`src/rtl/hw_stack_ram.sv`:
```
// hw_stack_ram: simple-dual-port inferred block RAM backing the hardware stack.
//
// Ports:
//   clk    - system clock
//   we     - write enable
//   waddr  - write address
//   wdata  - write data
//   re     - read enable
//   raddr  - read address
//   rdata  - registered read data; holds its value while re is low
//
// A read and a write to the same address in one cycle return the old
// contents, which is what a replace-top operation relies on.
module hw_stack_ram #(
    parameter int WIDTH = 32,
    parameter int DEPTH = 128,
    localparam int PTR_W = $clog2(DEPTH)
) (
    input  logic             clk,
    input  logic             we,
    input  logic [PTR_W-1:0] waddr,
    input  logic [WIDTH-1:0] wdata,
    input  logic             re,
    input  logic [PTR_W-1:0] raddr,
    output logic [WIDTH-1:0] rdata
);

    logic [WIDTH-1:0] mem [DEPTH];

    always_ff @(posedge clk) begin
        if (we) begin
            mem[waddr] <= wdata;
        end
        if (re) begin
            rdata <= mem[raddr];
        end
    end

endmodule

```
`src/rtl/hw_stack.sv`:
```
// hw_stack: parametrised LIFO stack (return addresses, saved registers).
//
// Ports:
//   clk       - system clock
//   reset     - synchronous, active-high reset
//   d         - data to push
//   push/pop  - stack requests; both together replace the top entry
//   clear     - pipeline flush: blocks push/pop, zeroes q
//   hold      - pipeline stall: blocks push/pop, holds q
//   err_clr   - clears the sticky overflow/underflow flags
//   q         - result of the last accepted pop (1-cycle latency)
//   count     - occupancy, 0..DEPTH
//   empty     - count == 0
//   full      - count == DEPTH
//   overflow  - sticky: push attempted while full
//   underflow - sticky: pop attempted while empty
module hw_stack #(
    parameter int WIDTH = 32,
    parameter int DEPTH = 128,
    localparam int PTR_W = $clog2(DEPTH)
) (
    input  logic             clk,
    input  logic             reset,
    input  logic [WIDTH-1:0] d,
    input  logic             push,
    input  logic             pop,
    input  logic             clear,
    input  logic             hold,
    input  logic             err_clr,
    output logic [WIDTH-1:0] q,
    output logic [PTR_W:0]   count,
    output logic             empty,
    output logic             full,
    output logic             overflow,
    output logic             underflow
);

    localparam logic [PTR_W:0]   FULL_CNT = (PTR_W + 1)'(DEPTH);
    localparam logic [PTR_W:0]   CNT_ONE  = (PTR_W + 1)'(1);
    localparam logic [PTR_W-1:0] ADR_ONE  = PTR_W'(1);

    logic             active;
    logic             push_ok;
    logic             pop_ok;
    logic             replace;
    logic             bypass;
    logic             ovf_set;
    logic             unf_set;
    logic [PTR_W-1:0] top_addr;
    logic [PTR_W:0]   count_next;

    logic             ram_we;
    logic [PTR_W-1:0] ram_waddr;
    logic             ram_re;
    logic [WIDTH-1:0] ram_rdata;

    // q is either the RAM read register (after a pop/replace) or a local
    // register (after reset, clear or bypass); from_ram selects between them.
    // The RAM read register only changes when re is high, so it holds q
    // across idle, push-only and blocked cycles.
    logic [WIDTH-1:0] q_local;
    logic             from_ram;

    // With count == DEPTH the low PTR_W bits wrap to 0, so subtracting one
    // in PTR_W bits still lands on DEPTH-1.
    assign top_addr = count[PTR_W-1:0] - ADR_ONE;

    always_comb begin
        active  = !reset && !clear && !hold;
        push_ok = active && push && !pop && !full;
        pop_ok  = active && pop && !push && !empty;
        replace = active && push && pop && !empty;
        bypass  = active && push && pop && empty;
        ovf_set = active && push && !pop && full;
        unf_set = active && pop && !push && empty;

        count_next = count;
        if (push_ok) begin
            count_next = count + CNT_ONE;
        end else if (pop_ok) begin
            count_next = count - CNT_ONE;
        end

        ram_we    = push_ok || replace;
        ram_waddr = push_ok ? count[PTR_W-1:0] : top_addr;
        ram_re    = pop_ok || replace;
    end

    hw_stack_ram #(
        .WIDTH(WIDTH),
        .DEPTH(DEPTH)
    ) u_ram (
        .clk  (clk),
        .we   (ram_we),
        .waddr(ram_waddr),
        .wdata(d),
        .re   (ram_re),
        .raddr(top_addr),
        .rdata(ram_rdata)
    );

    always_ff @(posedge clk) begin
        if (reset) begin
            count     <= '0;
            empty     <= 1'b1;
            full      <= 1'b0;
            overflow  <= 1'b0;
            underflow <= 1'b0;
            q_local   <= '0;
            from_ram  <= 1'b0;
        end else begin
            count <= count_next;
            empty <= (count_next == '0);
            full  <= (count_next == FULL_CNT);

            // A new error in the same cycle as err_clr keeps the flag set.
            if (ovf_set) begin
                overflow <= 1'b1;
            end else if (err_clr) begin
                overflow <= 1'b0;
            end
            if (unf_set) begin
                underflow <= 1'b1;
            end else if (err_clr) begin
                underflow <= 1'b0;
            end

            if (clear) begin
                q_local  <= '0;
                from_ram <= 1'b0;
            end else if (bypass) begin
                q_local  <= d;
                from_ram <= 1'b0;
            end else if (pop_ok || replace) begin
                from_ram <= 1'b1;
            end
        end
    end

    assign q = from_ram ? ram_rdata : q_local;

endmodule

```
`config.mk`:
```
export PLATFORM = sky130hd
export DESIGN_NAME = hw_stack
export DESIGN_NICKNAME = d
export VERILOG_FILES = /design/src/rtl/hw_stack_ram.sv /design/src/rtl/hw_stack.sv
export SDC_FILE = /design/constraint.sdc
export NUM_CORES = 2
export LEC_CHECK = 0
export CORE_UTILIZATION = 45
export DETAILED_ROUTE_END_ITERATION = 6
export PLACE_DENSITY = 0.66
export SLEW_MARGIN = 30
export SYNTH_ARGS = -nofsm -noshare
export SYNTH_HDL_FRONTEND = slang
export SYNTH_SLANG_ARGS = --single-unit
```
`constraint.sdc`:
```
create_clock -name clk -period 5.6 [get_ports clk]
set_clock_uncertainty 0.05 [all_clocks]
set_input_delay 0.84 -clock clk [delete_from_list [all_inputs] [get_ports clk]]
set_output_delay 0.84 -clock clk [all_outputs]
set_load 0.02 [all_outputs]
```
==> metrics.txt <==
run status=finished with violations; failing checks=DRC; CTS sink cnt=between 4000 and 5000; CTS Buf Count=just over 400; die width=599 um; Total GRT Usage=0.241; Final Hold Fails=0; initial drt markers=around 11000; maxcap violations=0; pin count of the biggest net entering global routing=between 100 and 150; WP data required=between 6000 and 7000 ps; endpoints failing setup=0; Clk pwr share=0.424; GR Overflow Total=0; RSZ-0062 raised after global routing=false; io pins=just over 80; Vias=81500; register area share after synthesis=0.778; row count=roughly 220; startpoint types=flip-flop; first-pass GRT wire length=about 600000 um; Crit Path Class=reg2reg; PwrDens=approximately 350 nW/um^2; post-route ant nets=0; worst min path class=in2reg; Leak Pwr=between 50 and 60 nW; number of global-route vias before repair=roughly 81000; Total Wirelength=~440000 um; fmax=approximately 0.21 GHz; maximum VDD drop=around 0.28 mV; Die Span Y=599 um; Final GP Congestion=around 0.94; Yosys reg bits=4173; initial antenna violation count=44; Initial Util=0.454; DIE AREA=roughly 360000 um^2; Post-CTS Setup Repair Bufs=0; HPWL after detailed placement=between 200000 and 300000 um; minimum hold slack=roughly 190 ps; Synth top area share=0.772; post-synthesis cell area=between 150000 and 200000 um^2; top-count cell post-synth=edfxtp_1; most frequent cells after synthesis=edfxtp_1 (4128), mux4_2 (1008), nand2_1 (786); Top FF cell, synth=edfxtp_1; Sw Share=0.213; IO Port Bufs=roughly 80; Tcrit/Tclk final=0.868; sequential share of power=0.538; Clk pin slew, worst setup/hold paths=~60 ps; Synthesis Warnings=0; Mapped Cells=approximately 7700; Net Switching=about 14 mW; measured slew at the worst slew-check pin=approximately 1200 ps; Gates resized, CTS repair=0; ys async rst share=0; Worst Setup End Kind=flip-flop; share of layout cells above drive strength 1=0.259; Avg Synthesized Cell Area=21.0 um^2; CTS tree=done; Int Power=approximately 50 mW; CTS root buf=clkbuf_16; Final Max Slew Viols=0; Final TNS setup=0 ps; Yosys top cell by area=edfxtp_1; layout net count=about 8100; CP arrival=around 5600 ps; synth-to-layout area growth=14.4%; clock latency on the worst-skew pair=between 1000 and 1500 ps; Syn Nets=slightly below 8000; r2r setup slk=about 740 ps; top cells by area, synth=edfxtp_1 (77%), mux4_2 (14%), nand2_1 (1.8%); TritonRoute pass-1 iters=7; ordered list of cells on the worst path=inv_1 > ha_4 > buf_4 > buf_4 > mux4_2 > nand2_1 > nand3_1 > nand3_1 > nand4_1 > a211o_1; average wire per standard cell=between 30 and 40 um; Max stage delay on crit path=~670 ps; Synth cell types=71; Max-slew headroom=0.220; fin crit period=roughly 4900 ps; Comb power frac=0.038; CTS HTree Levels=5; # hold bufs at CTS=0; Max stage delay cell, worst path=nand4_1; Clock Path Buffers=4; routed vias/inst=around 6.2; DRC Markers=1; worst-path fanout max=35; EDFF count, synth=4128; core area=354000 um^2
-- critical path, delay by kind of cell, from the launching register on --
kind | cells | cell delay [ps]
AO/OA/AOI/OAI | 1 | 510
adder cells (fa/ha/maj) | 1 | 590
buffers and inverters | 3 | 1120
flip-flops | 1 | 580
multiplexers | 1 | 390
AND/OR/NAND/NOR | 4 | 1290
-- power by group through the flow --
stage               logic (mW)  clock network [mW]  registers (mW)
finish                    2.45                27.1            34.3
CTS                       2.44                27.4            34.3
global placement          2.37                   0            35.0
floorplan                0.995                   0            35.0
detailed placement        2.44                   0            35.0
global route              2.52                28.6            34.3
-- worst paths after layout --
path	startpoint	depth (start not counted)	end
worst max register to register	count[1]	10	u_ram.rdata[31]
worst max-delay path	count[1]	10	u_ram.rdata[31]
worst min register to register	q_local[6]	2	q_local[6]
worst min-delay path	d[20]	1	u_ram.mem[23][20]
-- per-stage QoR --
stage                     cell area (um^2)  setup WS, ps  std cells  total power, mW   util
after floorplan                     161000           230       7658             36.0      -
after global placement              170000           532      12400             37.4  0.480
after detailed placement            170000           548      12400             37.4  0.481
after CTS                           183000           857      13200             64.2  0.519
after global routing                184000           678      13200             65.4  0.519
final                               184000           738      13200             63.9  0.519
-- cell families after synthesis --
| family | Yosys count | synth area share |
|---|---|---|
| xor+xnor | 11 | 0.000717 |
| compound gates | 297 | 0.0149 |
| simple gates | 1553 | 0.0421 |
| fa+ha+maj | 2 | 0.000156 |
| buf+inv | 449 | 0.0125 |
| mux | 1173 | 0.152 |
| flops | 4173 | 0.778 |
-- sequential cells by signal, indices dropped and copies added (netlist names) --
signal	flops
count	8
empty	1
from_ram	1
full	1
overflow	1
q_local	32
u_ram.mem	4096
u_ram.rdata	32
underflow	1
-- layer usage --
layer | vias to the layer above | global-route usage | share of wire
met2 | 4600 | 0.373 | 0.47
li1 | 32600 | - | -
met3 | 724 | 0.0448 | 0.098
met5 | - | 0 | 0.00013
met1 | 43600 | 0.335 | 0.38
met4 | 8 | 0.108 | 0.049
-- layout make-up --
cell class              count  area (um^2)
clock inverters           246         2390
inverters                   5         18.8
diodes                     32         80.1
well taps                4730         5920
clock buffers             514        10800
fillers                 27100       170000
multi-input cells        3036        34900
repair buffers            453         4670
flip-flops and latches   4173       125000
-- layout by cell type (no fill, tap or decap), types with 8 or more instances in the layout --
cell type        netlist  routed
nand2_1              786     785
nor2_4                 0     128
buf_12                 0      75
a41oi_1                8       8
inv_16                 0      10
clkbuf_1             204      97
a221oi_1              14      11
a211oi_1              44      37
and3_1                 9       9
mux4_2              1008    1008
a32o_1                44      44
nand2b_2               0       8
o21ai_0               22      22
nand4_1               33      33
clkinv_2               0      67
and2_1                42      42
buf_16                 0       9
diode_2                0      32
mux2_2                34      34
a211o_1               14      14
bufinv_16              0      34
clkinv_1               1     105
clkdlybuf4s50_1        0      50
buf_6                  6       9
mux2i_1              131     131
buf_4                 15     306
a2111oi_0             42      34
a21oi_1               45      44
nand3_1              417     417
dfxtp_1               45      43
edfxtp_1            4128    4128
clkbuf_16              0     416
nor2_1               201      68
clkinvlp_4             0       9
or3_1                 18      18
Power figures use the tool's default switching activity.
